### src/rtl/fir_mdc_engine_ctrl.sv
// Job-level control FSM for fir_mdc: launches both streamers and the kernel, counts outputs, reports completion.
// Optional watchdog is compiled in by defining FIR_MDC_ENGINE_TIMEOUT_EN.
module fir_mdc_engine_ctrl #(
    parameter int unsigned CNT_W          = 32,
    parameter int unsigned TIMEOUT_CYCLES = 1024
) (
    input  logic             clk_i,
    input  logic             rst_ni,
    input  logic             clear_i,
    input  logic             trigger_i,
    input  logic [CNT_W-1:0] len_i,
    input  logic             kernel_done_i,
    input  logic             kernel_idle_i,
    input  logic             in_stream_ready_i,
    input  logic             out_stream_ready_i,
    output logic             in_req_o,
    output logic             out_req_o,
    output logic             kernel_start_o,
    output logic             busy_o,
    output logic             done_o,
    output logic [CNT_W-1:0] out_cnt_o,
    output logic [CNT_W-1:0] len_o,
    output logic             error_o
);

    typedef enum logic [2:0] {
        S_IDLE,
        S_STARTUP,
        S_COMPUTE,
        S_DRAIN,
        S_DONE
    } state_e;

    state_e           state_q, state_d;
    logic             in_req_q, in_req_d;
    logic             out_req_q, out_req_d;
    logic             start_q, start_d;
    logic [CNT_W-1:0] out_cnt_q, out_cnt_d;
    logic [CNT_W-1:0] len_q, len_d;
    logic             final_done;

`ifdef FIR_MDC_ENGINE_TIMEOUT_EN
    localparam int unsigned WD_W = (TIMEOUT_CYCLES > 1) ? $clog2(TIMEOUT_CYCLES) : 1;

    logic [WD_W-1:0] wd_q, wd_d;
    logic            err_q, err_d;
    logic            wd_expired;

    // Counter holds TIMEOUT_CYCLES-1 in the cycle the limit is reached.
    assign wd_expired = (wd_q == WD_W'(TIMEOUT_CYCLES - 1));
`endif

    // len_q is never zero while in COMPUTE, so len_q-1 cannot underflow there.
    assign final_done = kernel_done_i && (out_cnt_q == len_q - CNT_W'(1));

    always_comb begin
        state_d   = state_q;
        out_cnt_d = out_cnt_q;
        len_d     = len_q;
        in_req_d  = 1'b0;
        out_req_d = 1'b0;
        start_d   = 1'b0;
`ifdef FIR_MDC_ENGINE_TIMEOUT_EN
        err_d     = err_q;
        wd_d      = wd_q;
`endif

        unique case (state_q)
            S_IDLE: begin
                if (trigger_i) begin
                    len_d     = len_i;
                    out_cnt_d = '0;
`ifdef FIR_MDC_ENGINE_TIMEOUT_EN
                    err_d     = 1'b0;
`endif
                    state_d   = (len_i == '0) ? S_DONE : S_STARTUP;
                end
            end
            S_STARTUP: begin
                if (in_stream_ready_i && out_stream_ready_i) begin
                    in_req_d  = 1'b1;
                    out_req_d = 1'b1;
                    start_d   = 1'b1;
                    state_d   = S_COMPUTE;
`ifdef FIR_MDC_ENGINE_TIMEOUT_EN
                    wd_d      = '0;
`endif
                end
            end
            S_COMPUTE: begin
`ifdef FIR_MDC_ENGINE_TIMEOUT_EN
                wd_d = wd_q + WD_W'(1);
`endif
                if (kernel_done_i) begin
                    out_cnt_d = out_cnt_q + CNT_W'(1);
`ifdef FIR_MDC_ENGINE_TIMEOUT_EN
                    wd_d      = '0;
`endif
                    if (final_done) begin
                        state_d = S_DRAIN;
                    end
                end
`ifdef FIR_MDC_ENGINE_TIMEOUT_EN
                else if (wd_expired) begin
                    err_d   = 1'b1;
                    state_d = S_DONE;
                end
`endif
            end
            S_DRAIN: begin
`ifdef FIR_MDC_ENGINE_TIMEOUT_EN
                wd_d = wd_q + WD_W'(1);
`endif
                if (kernel_idle_i) begin
                    state_d = S_DONE;
                end
`ifdef FIR_MDC_ENGINE_TIMEOUT_EN
                else if (wd_expired) begin
                    err_d   = 1'b1;
                    state_d = S_DONE;
                end
`endif
            end
            S_DONE: begin
                state_d = S_IDLE;
            end
            default: begin
                state_d = S_IDLE;
            end
        endcase

        // Soft clear dominates everything, including a same-cycle trigger.
        if (clear_i) begin
            state_d   = S_IDLE;
            out_cnt_d = '0;
            len_d     = '0;
            in_req_d  = 1'b0;
            out_req_d = 1'b0;
            start_d   = 1'b0;
`ifdef FIR_MDC_ENGINE_TIMEOUT_EN
            err_d     = 1'b0;
            wd_d      = '0;
`endif
        end
    end

    always_ff @(posedge clk_i or negedge rst_ni) begin
        if (!rst_ni) begin
            state_q   <= S_IDLE;
            in_req_q  <= 1'b0;
            out_req_q <= 1'b0;
            start_q   <= 1'b0;
            out_cnt_q <= '0;
            len_q     <= '0;
`ifdef FIR_MDC_ENGINE_TIMEOUT_EN
            err_q     <= 1'b0;
            wd_q      <= '0;
`endif
        end else begin
            state_q   <= state_d;
            in_req_q  <= in_req_d;
            out_req_q <= out_req_d;
            start_q   <= start_d;
            out_cnt_q <= out_cnt_d;
            len_q     <= len_d;
`ifdef FIR_MDC_ENGINE_TIMEOUT_EN
            err_q     <= err_d;
            wd_q      <= wd_d;
`endif
        end
    end

    assign in_req_o       = in_req_q;
    assign out_req_o      = out_req_q;
    assign kernel_start_o = start_q;
    assign busy_o         = (state_q != S_IDLE);
    assign done_o         = (state_q == S_DONE);
    assign out_cnt_o      = out_cnt_q;
    assign len_o          = len_q;

`ifdef FIR_MDC_ENGINE_TIMEOUT_EN
    assign error_o = err_q;
`else
    // Watchdog compiled out: error_o is constant low whatever TIMEOUT_CYCLES is.
    assign error_o = 1'b0 && (TIMEOUT_CYCLES != 0);
`endif

endmodule
### config.mk
export PLATFORM = sky130hd
export DESIGN_NAME = fir_mdc_engine_ctrl
export DESIGN_NICKNAME = d
export VERILOG_FILES = /design/src/rtl/fir_mdc_engine_ctrl.sv
export SDC_FILE = /design/constraint.sdc
export NUM_CORES = 1
export LEC_CHECK = 0
export CAP_MARGIN = 20
export CORE_MARGIN = 10
export CORE_UTILIZATION = 38
export DETAILED_ROUTE_END_ITERATION = 16
export PLACE_DENSITY = 0.68
export SLEW_MARGIN = 10
export SYNTH_ARGS = -nofsm -noshare
export SYNTH_HDL_FRONTEND = slang
export SYNTH_SLANG_ARGS = --single-unit
### constraint.sdc
create_clock -name clk_i -period 3.4 [get_ports clk_i]
set_clock_uncertainty 0.1 [all_clocks]
set_input_delay 0.34 -clock clk_i [delete_from_list [all_inputs] [get_ports clk_i]]
set_output_delay 0.34 -clock clk_i [all_outputs]
set_load 0.005 [all_outputs]
==> results of run 1 <==
## metal layers
metal  track usage  share of wire  vias up
li1              -              -     1950
met1         0.210           0.43     1964
met2         0.266           0.49      147
met3        0.0453          0.066       22
met4        0.0576          0.019        0
met5             0              0        -
## kinds of logic (layout without fill, tap and decap cells)
group / Yosys count / after routing
and+or+nand+nor: 250 / 250
buffers and inverters: 35 / 137
muxes: 2 / 2
DFF: 68 / 68
AOI/OAI and AO/OA: 75 / 75
other: 1 / 1
xor gates and xnor gates: 69 / 69
adders and majority gates: 2 / 2
## where the power goes
group	internal [W]	switching (W)	leakage (nW)
clock network	0.000598	0.000332	0.145
logic	0.000237	0.000235	1.16
registers	0.000848	0.0000849	0.917
## worst register-to-register path, stage by stage (launching register included)
cell and delay, ns:
dfrtp_1 0.45, inv_1 0.09, ha_1 0.18, nor3b_1 0.42, nand4_2 0.27, nor4_2 0.39
xnor2_1 0.12, or4_1 0.52, nor4_1 0.31, a31o_1 0.18
## layout by cell type (no fill, tap or decap), types with 3 or more instances in the layout
cell type,count
nand2_1,92
a21oi_1,8
nor2_1,42
or3_1,12
nand4_1,8
clkbuf_16,9
nand2b_1,4
o21ai_1,37
o21ai_0,4
or4_1,5
nor3_1,17
nand3_1,20
nor4_1,16
nor3b_1,4
and4_1,5
o31ai_1,4
xor2_1,31
buf_4,7
xnor2_1,38
dfrtp_1,68
inv_1,7
a31oi_1,6
nand4b_1,3
clkdlybuf4s50_1,107
## per-stage QoR
step | power [W] | cells | utilization | area (µm²)
6_report | 0.00234 | 744 | 0.524 | 5730
3_3_place_gp | 0.00141 | 730 | 0.498 | 5440
5_1_grt | 0.00244 | 744 | 0.524 | 5730
2_1_floorplan | 0.00119 | 502 | - | 4260
4_1_cts | 0.00235 | 744 | 0.524 | 5730
3_5_place_dp | 0.00142 | 730 | 0.498 | 5440
## area by class of cell
cell class,count,area (µm²)
inverter,8,30.0
clock buffer,12,256
timing repair buffer,115,1130
fill,1023,5200
sequential,68,1700
multi-input combinational,399,2410
clock inverter,2,35.0
tap,140,175
## flip-flops by register name, summed over array words and instances, names as in the netlist
| register | cells |
|---|---|
| len_o | 32 |
| out_cnt_o | 32 |
| state_q | 3 |
| kernel_start_o | 1 |
## worst min-delay path by stage
stage / startpoint / end / slack, ns / cells past startpoint
6_report: rst_ni / len_o[6]$_DFFE_PN0P_ / 0.1 / 2
5_1_grt: rst_ni / len_o[6]$_DFFE_PN0P_ / 0.19 / 2
4_1_cts: rst_ni / len_o[6]$_DFFE_PN0P_ / 0.14 / 2
3_5_place_dp: len_o[31]$_DFFE_PN0P_ / len_o[31]$_DFFE_PN0P_ / 0.46 / 2
3_3_place_gp: len_o[31]$_DFFE_PN0P_ / len_o[31]$_DFFE_PN0P_ / 0.46 / 2
2_1_floorplan: rst_ni / kernel_start_o$_DFF_PN0_ / -0.06 / 0
==> results_tabular.tex, run 1 <==
\begin{tabular}{lr}
\hline
Metric & Value \\
\hline
\multicolumn{2}{l}{\textbf{Floorplanning}} \\
Core Box Area & between 0.01 and 0.015 mm² \\
Die Span X & approximately 130 µm \\
Starting density of the core & 0.390 \\
Die area & approximately 0.016 mm² \\
Number of rows in the core area & 38 \\
Die height & around 130 µm \\
Number of primary I/O pins & 110 \\
\multicolumn{2}{l}{\textbf{Timing}} \\
Number of pins exceeding their max-slew limit in the final report & 0 \\
\# setup viols final & 0 \\
Final Cycle Share & 0.907 \\
Final critical-path required period & 3.08 ns \\
Worst-case setup margin in the final layout & around 0.32 ns \\
Max transition margin & 0.421 \\
Worst-margin pin slew & about 0.87 ns \\
Unrepaired setup endpoints after global routing & false \\
Peak clock frequency supported by timing & roughly 320 MHz \\
Final hold violation count & 0 \\
Post-Route Setup TNS & 0 ns \\
Min Hold Slack & about 0.096 ns \\
\multicolumn{2}{l}{\textbf{Yosys}} \\
Warning count from the yosys run & 0 \\
Flip-flop and latch count after synthesis & 68 \\
Sequential cell area fraction in the yosys report & 0.399 \\
Mux cell area share after synthesis & 0.00499 \\
Cell count after synthesis & between 500 and 600 \\
Parity-gate share of the synthesized area counting xor and xnor cells & 0.142 \\
Compound-cell area share of the yosys netlist & 0.106 \\
Library cell with the largest summed area after synthesis & dfrtp\_1 \\
Cell types with the highest counts after synthesis & nand2\_1, dfrtp\_1, nor2\_1 \\
Adder and majority gate portion of the synthesized area & 0.00587 \\
Simple logic cell fraction of the synthesized area & 0.303 \\
Mapped Nets & 544 \\
Cell types occupying the most area after synthesis & dfrtp\_1, nand2\_1, xnor2\_1 \\
Post-synthesis cell area & between 0.004 and 0.005 mm² \\
Count of cell types in the netlist & 58 \\
Most used DFF post-synth & dfrtp\_1 \\
Fraction of registers with async set/reset & 1.00 \\
Dominant combinational cell family by area after synthesis & simple AND/OR/NAND/NOR gates \\
Most used standard cell by instance count after synthesis & nand2\_1 \\
Portion of synthesized cell area occupied by the leading cell type & 0.399 \\
Post-synth EDFFs & 0 \\
Synthesized area per cell & approximately 8.5 µm² \\
\multicolumn{2}{l}{\textbf{CTS}} \\
Number of buffers inserted by hold repair at cts & 0 \\
Buffers inserted by post-CTS timing repair & 0 \\
Maximum buffer depth of the clock tree & 2 \\
Clock sinks & 68 \\
Clock latency at the later pin of the worst-skew pair & 0.32 ns \\
Clk slew on worst S/H paths & $\sim$0.06 ns \\
Post-cts repair resize count & 0 \\
Root buffer cell & clkbuf\_16 \\
Clock buffer count from CTS & 9 \\
CTS tree & done \\
Max H-tree Level & 3 \\
\multicolumn{2}{l}{\textbf{Routing}} \\
First-pass detailed-route iteration total & 5 \\
Number of antenna-violating nets in the routed design & 0 \\
Number of vias per cell & roughly 5.5 \\
\# DRC & 0 \\
First DRT Iteration DRCs & 212 \\
Final WL & approximately 13 mm \\
Number of vias after detailed routing & between 4,000 and 5,000 \\
Mean routed wirelength per cell & 17.9 µm \\
\multicolumn{2}{l}{\textbf{Worst setup path}} \\
Worst path slowest cell & or4\_1 \\
Delay contributed by the slowest stage of the critical path & between 0.5 and 0.6 ns \\
Type of origin of the critical path & register \\
Critical-path cell list & inv\_1, ha\_1, nor3b\_1, nand4\_2, nor4\_2, xnor2\_1, or4\_1, nor4\_1, a31o\_1 \\
Cell class contributing the biggest share of worst-path delay & simple AND/OR/NAND/NOR gates \\
Type of element capturing the critical path & register \\
Reg2reg setup slack & roughly 0.32 ns \\
Origin of the critical flop-to-flop path & len\_o[0]\$\_DFFE\_PN0P\_ \\
Worst setup path class & register to register \\
Number of cells on the critical path & 9 \\
Capture point of the worst path & state\_q[0]\$\_DFFE\_PN0P\_ \\
Data arrival at the endpoint of the critical path & around 3.3 ns \\
Launching element of the worst setup path & len\_o[0]\$\_DFFE\_PN0P\_ \\
Capturing point of the worst reg2reg path & state\_q[0]\$\_DFFE\_PN0P\_ \\
Maximum fanout encountered on the critical timing path & 7 \\
Req. time, crit path & $\sim$3.6 ns \\
Sum of buffers and inverters on the critical path & 1 \\
Worst Reg-to-Reg Cells & 9 \\
\multicolumn{2}{l}{\textbf{Placed design}} \\
Placer Congestion & approximately 0.9 \\
Sum of net half-perimeters after detailed placement & roughly 10 mm \\
Buffers added on ports & 108 \\
Post-placement setup slack & 0.404 ns \\
\multicolumn{2}{l}{\textbf{Power}} \\
Worst IR drop on VDD & about 250 µV \\
Static leakage & 2.23 nW \\
Power Dens Cells & between 400 and 500 mW/mm² \\
\multicolumn{2}{l}{\textbf{GRT}} \\
Global route overflow & 0 \\
Largest net degree at the start of global routing & 69 \\
Total routing resource utilization after global routing & 0.166 \\
Global-route wire length before repair & approximately 22 mm \\
Via count of the first global-routing pass & $\sim$4,000 \\
Number of antenna violations at the first check in global routing & 0 \\
\multicolumn{2}{l}{\textbf{Hold path}} \\
Hold crit path type & input pin to async pin \\
\multicolumn{2}{l}{\textbf{Final layout}} \\
Synth-to-layout area growth & 34.5\% \\
Number of inserted diodes & 0 \\
Layout cell share with drive strength beyond 1 & 0.0579 \\
Total number of nets in the final design & roughly 640 \\
\multicolumn{2}{l}{\textbf{Outcome}} \\
Result of the run & complete, no violations \\
\multicolumn{2}{l}{\textbf{Job}} \\
Max-cap violations & 0 \\
\hline
\end{tabular}
(Power assumes the default switching activity.)
==> run 2, diff against run 1 <==
CORE_ASPECT_RATIO = 0.7   (was unset)
HOLD_SLACK_MARGIN = 0.1   (was unset)
TNS_END_PERCENT = 20   (was unset)
==> run 2 against run 1 <==
Effect of this change: setup slack better by 0.084 ns; sequential share of layout area is 0.24 points lower; die area is 0.43% higher; utilization is 0.25 points higher; flip-flop and latch count stayed put; final area is 0.81% higher; register-to-register slack better by 0.08 ns; worst hold slack better by 0.38 ns.
==> results_tabular.tex, run 2 (synthesis gave the netlist of run 1 again) <==
\begin{tabular}{lr}
\hline
Metric & Value \\
\hline
\multicolumn{2}{l}{\textbf{Floorplanning}} \\
Core Box Area & between 0.01 and 0.015 mm² \\
Number of primary I/O pins & 110 \\
Starting density of the core & 0.389 \\
Die area & approximately 0.016 mm² \\
Die Span X & around 150 µm \\
Die height & 109 µm \\
Number of rows in the core area & 32 \\
\multicolumn{2}{l}{\textbf{Routing}} \\
Number of vias per cell & around 5.2 \\
Final WL & roughly 13 mm \\
Mean routed wirelength per cell & 17.2 µm \\
First-pass detailed-route iteration total & 5 \\
\# DRC & 0 \\
Number of antenna-violating nets in the routed design & 0 \\
First DRT Iteration DRCs & around 290 \\
Number of vias after detailed routing & a little under 4,000 \\
\multicolumn{2}{l}{\textbf{Final layout}} \\
Synth-to-layout area growth & 35.6\% \\
Most frequent standard cell in the layout excluding fill and tap cells & clkdlybuf4s50\_1 \\
Layout cell share with drive strength beyond 1 & 0.0578 \\
Finished Cell Area & $\sim$0.0058 mm² \\
Top library cells by usage in the layout, fill and taps aside & clkdlybuf4s50\_1, nand2\_1, dfrtp\_1, nor2\_1, xnor2\_1 \\
Number of inserted diodes & 0 \\
Fillers & 1,043 \\
Total number of nets in the final design & approximately 640 \\
\multicolumn{2}{l}{\textbf{GRT}} \\
Global route overflow & 0 \\
Number of antenna violations at the first check in global routing & 0 \\
Total routing resource utilization after global routing & 0.166 \\
Global-route wire length before repair & 21.4 mm \\
Via count of the first global-routing pass & 3,955 \\
Largest net degree at the start of global routing & 65 \\
\multicolumn{2}{l}{\textbf{Timing}} \\
Max transition margin & 0.559 \\
Unrepaired setup endpoints after global routing & false \\
Number of pins exceeding their max-slew limit in the final report & 0 \\
Worst-margin pin slew & between 0.6 and 0.7 ns \\
Peak clock frequency supported by timing & about 330 MHz \\
Final critical-path required period & 3.00 ns \\
Final hold violation count & 0 \\
Final Cycle Share & 0.882 \\
Worst-case setup margin in the final layout & about 0.40 ns \\
Post-Route Setup TNS & 0 ns \\
\# setup viols final & 0 \\
\multicolumn{2}{l}{\textbf{Power}} \\
Final Total Pwr & 0.00241 W \\
Worst IR drop on VDD & 254 µV \\
Static leakage & approximately 2.2 nW \\
Power Dens Cells & 416 mW/mm² \\
\multicolumn{2}{l}{\textbf{CTS}} \\
Buffers inserted by post-CTS timing repair & 0 \\
Clock latency at the later pin of the worst-skew pair & approximately 0.34 ns \\
Max H-tree Level & 3 \\
Clk slew on worst S/H paths & 0.05 ns \\
Root buffer cell & clkbuf\_16 \\
CTS tree & done \\
Maximum buffer depth of the clock tree & 2 \\
Clock buffer count from CTS & 9 \\
Clock sinks & just under 70 \\
\multicolumn{2}{l}{\textbf{Worst setup path}} \\
Cell class contributing the biggest share of worst-path delay & simple AND/OR/NAND/NOR gates \\
Worst setup path class & register to register \\
Type of element capturing the critical path & register \\
Type of origin of the critical path & register \\
Sum of buffers and inverters on the critical path & 1 \\
Maximum fanout encountered on the critical timing path & 7 \\
Critical-path cell list & inv\_1, ha\_1, nor3b\_1, nand4\_2, nor4\_2, xnor2\_1, or4\_1, nor4\_1, a31o\_1 \\
Number of cells on the critical path & 9 \\
Req. time, crit path & between 3 and 4 ns \\
Delay contributed by the slowest stage of the critical path & 0.52 ns \\
Data arrival at the endpoint of the critical path & 3.17 ns \\
Worst Reg-to-Reg Cells & 9 \\
Worst path slowest cell & or4\_1 \\
\multicolumn{2}{l}{\textbf{Job}} \\
Max-cap violations & 0 \\
\multicolumn{2}{l}{\textbf{Hold path}} \\
Hold crit path type & input pin to register \\
Number of instances on the worst hold path & 3 \\
\multicolumn{2}{l}{\textbf{Outcome}} \\
Result of the run & complete, no violations \\
\multicolumn{2}{l}{\textbf{Placed design}} \\
Buffers added on ports & roughly 110 \\
Area post-placement & around 0.0055 mm² \\
Post-placement setup slack & between 0.4 and 0.5 ns \\
Sum of net half-perimeters after detailed placement & a little over 10 mm \\
Placer Congestion & approximately 0.87 \\
\hline
\end{tabular}
-- run 2: cell count changes in the layout (fill, tap and decap cells not counted), sizes merged --
cell / before / now
clkinvlp: 0 / 1
buf: 8 / 7
bufinv: 1 / 2
dlygate4sd3: 0 / 1
-- run 2: power breakdown --
group | leakage [nW] | switching (W) | total (W) | internal [W]
registers | 0.917 | 0.0000860 | 0.000934 | 0.000848
clock network | 0.153 | 0.000349 | 0.00101 | 0.000661
logic | 1.16 | 0.000226 | 0.000462 | 0.000236
-- run 2: stage by stage --
stage,utilization,std cells,hold WS [ns]
after floorplan,-,502,-0.0556
after global placement,0.497,742,0.306
after detailed placement,0.497,742,0.314
after CTS,0.527,759,0.471
after global routing,0.527,759,0.507
final,0.527,759,0.473
-- run 2: routing by layer --
metal	GRT usage	vias to the layer above	wire length, µm
met3	0.0687	10	1220
met1	0.232	1841	6420
met5	0	-	0
met2	0.232	135	5330
li1	-	1964	-
met4	0.0399	0	121
-- run 2: path summary, 6_finish.rpt --
check / startpoint / endpoint / slack, ns
max in group asynchronous: rst_ni / len_o[21]$_DFFE_PN0P_ / 2.38
max: len_o[0]$_DFFE_PN0P_ / state_q[0]$_DFFE_PN0P_ / 0.40
max reg2reg: len_o[0]$_DFFE_PN0P_ / state_q[0]$_DFFE_PN0P_ / 0.40
min: len_i[26] / len_o[26]$_DFFE_PN0P_ / 0.47
min in group asynchronous: rst_ni / out_cnt_o[4]$_DFFE_PN0P_ / 0.49
min reg2reg: len_o[30]$_DFFE_PN0P_ / len_o[30]$_DFFE_PN0P_ / 0.48
-- run 2: repair_timing --
item,in CTS,in global routing
endpoints found under the hold margin,68,0
gates resized for setup,0,0
hold buffers,1,0
-- run 2: cell type report --
cell class / instances / area [µm²] / share of cell area
clock buffer: 12 / 246 / 0.0426
multi-input combinational: 399 / 2410 / 0.416
timing repair buffer: 115 / 1130 / 0.196
sequential: 68 / 1700 / 0.294
clock inverter: 4 / 72.6 / 0.0126
inverter: 8 / 30.0 / 0.00519
tap: 153 / 191 / 0.0331
-- run 2: worst reg2reg max path: cells and delay by family, from the launching register on --
| family | cells | cell delay (ns) |
|---|---|---|
| fa+ha+maj | 1 | 0.19 |
| buf+inv | 1 | 0.09 |
| compound gates | 1 | 0.18 |
| flops | 1 | 0.46 |
| simple gates | 5 | 1.84 |
| xor+xnor | 1 | 0.09 |
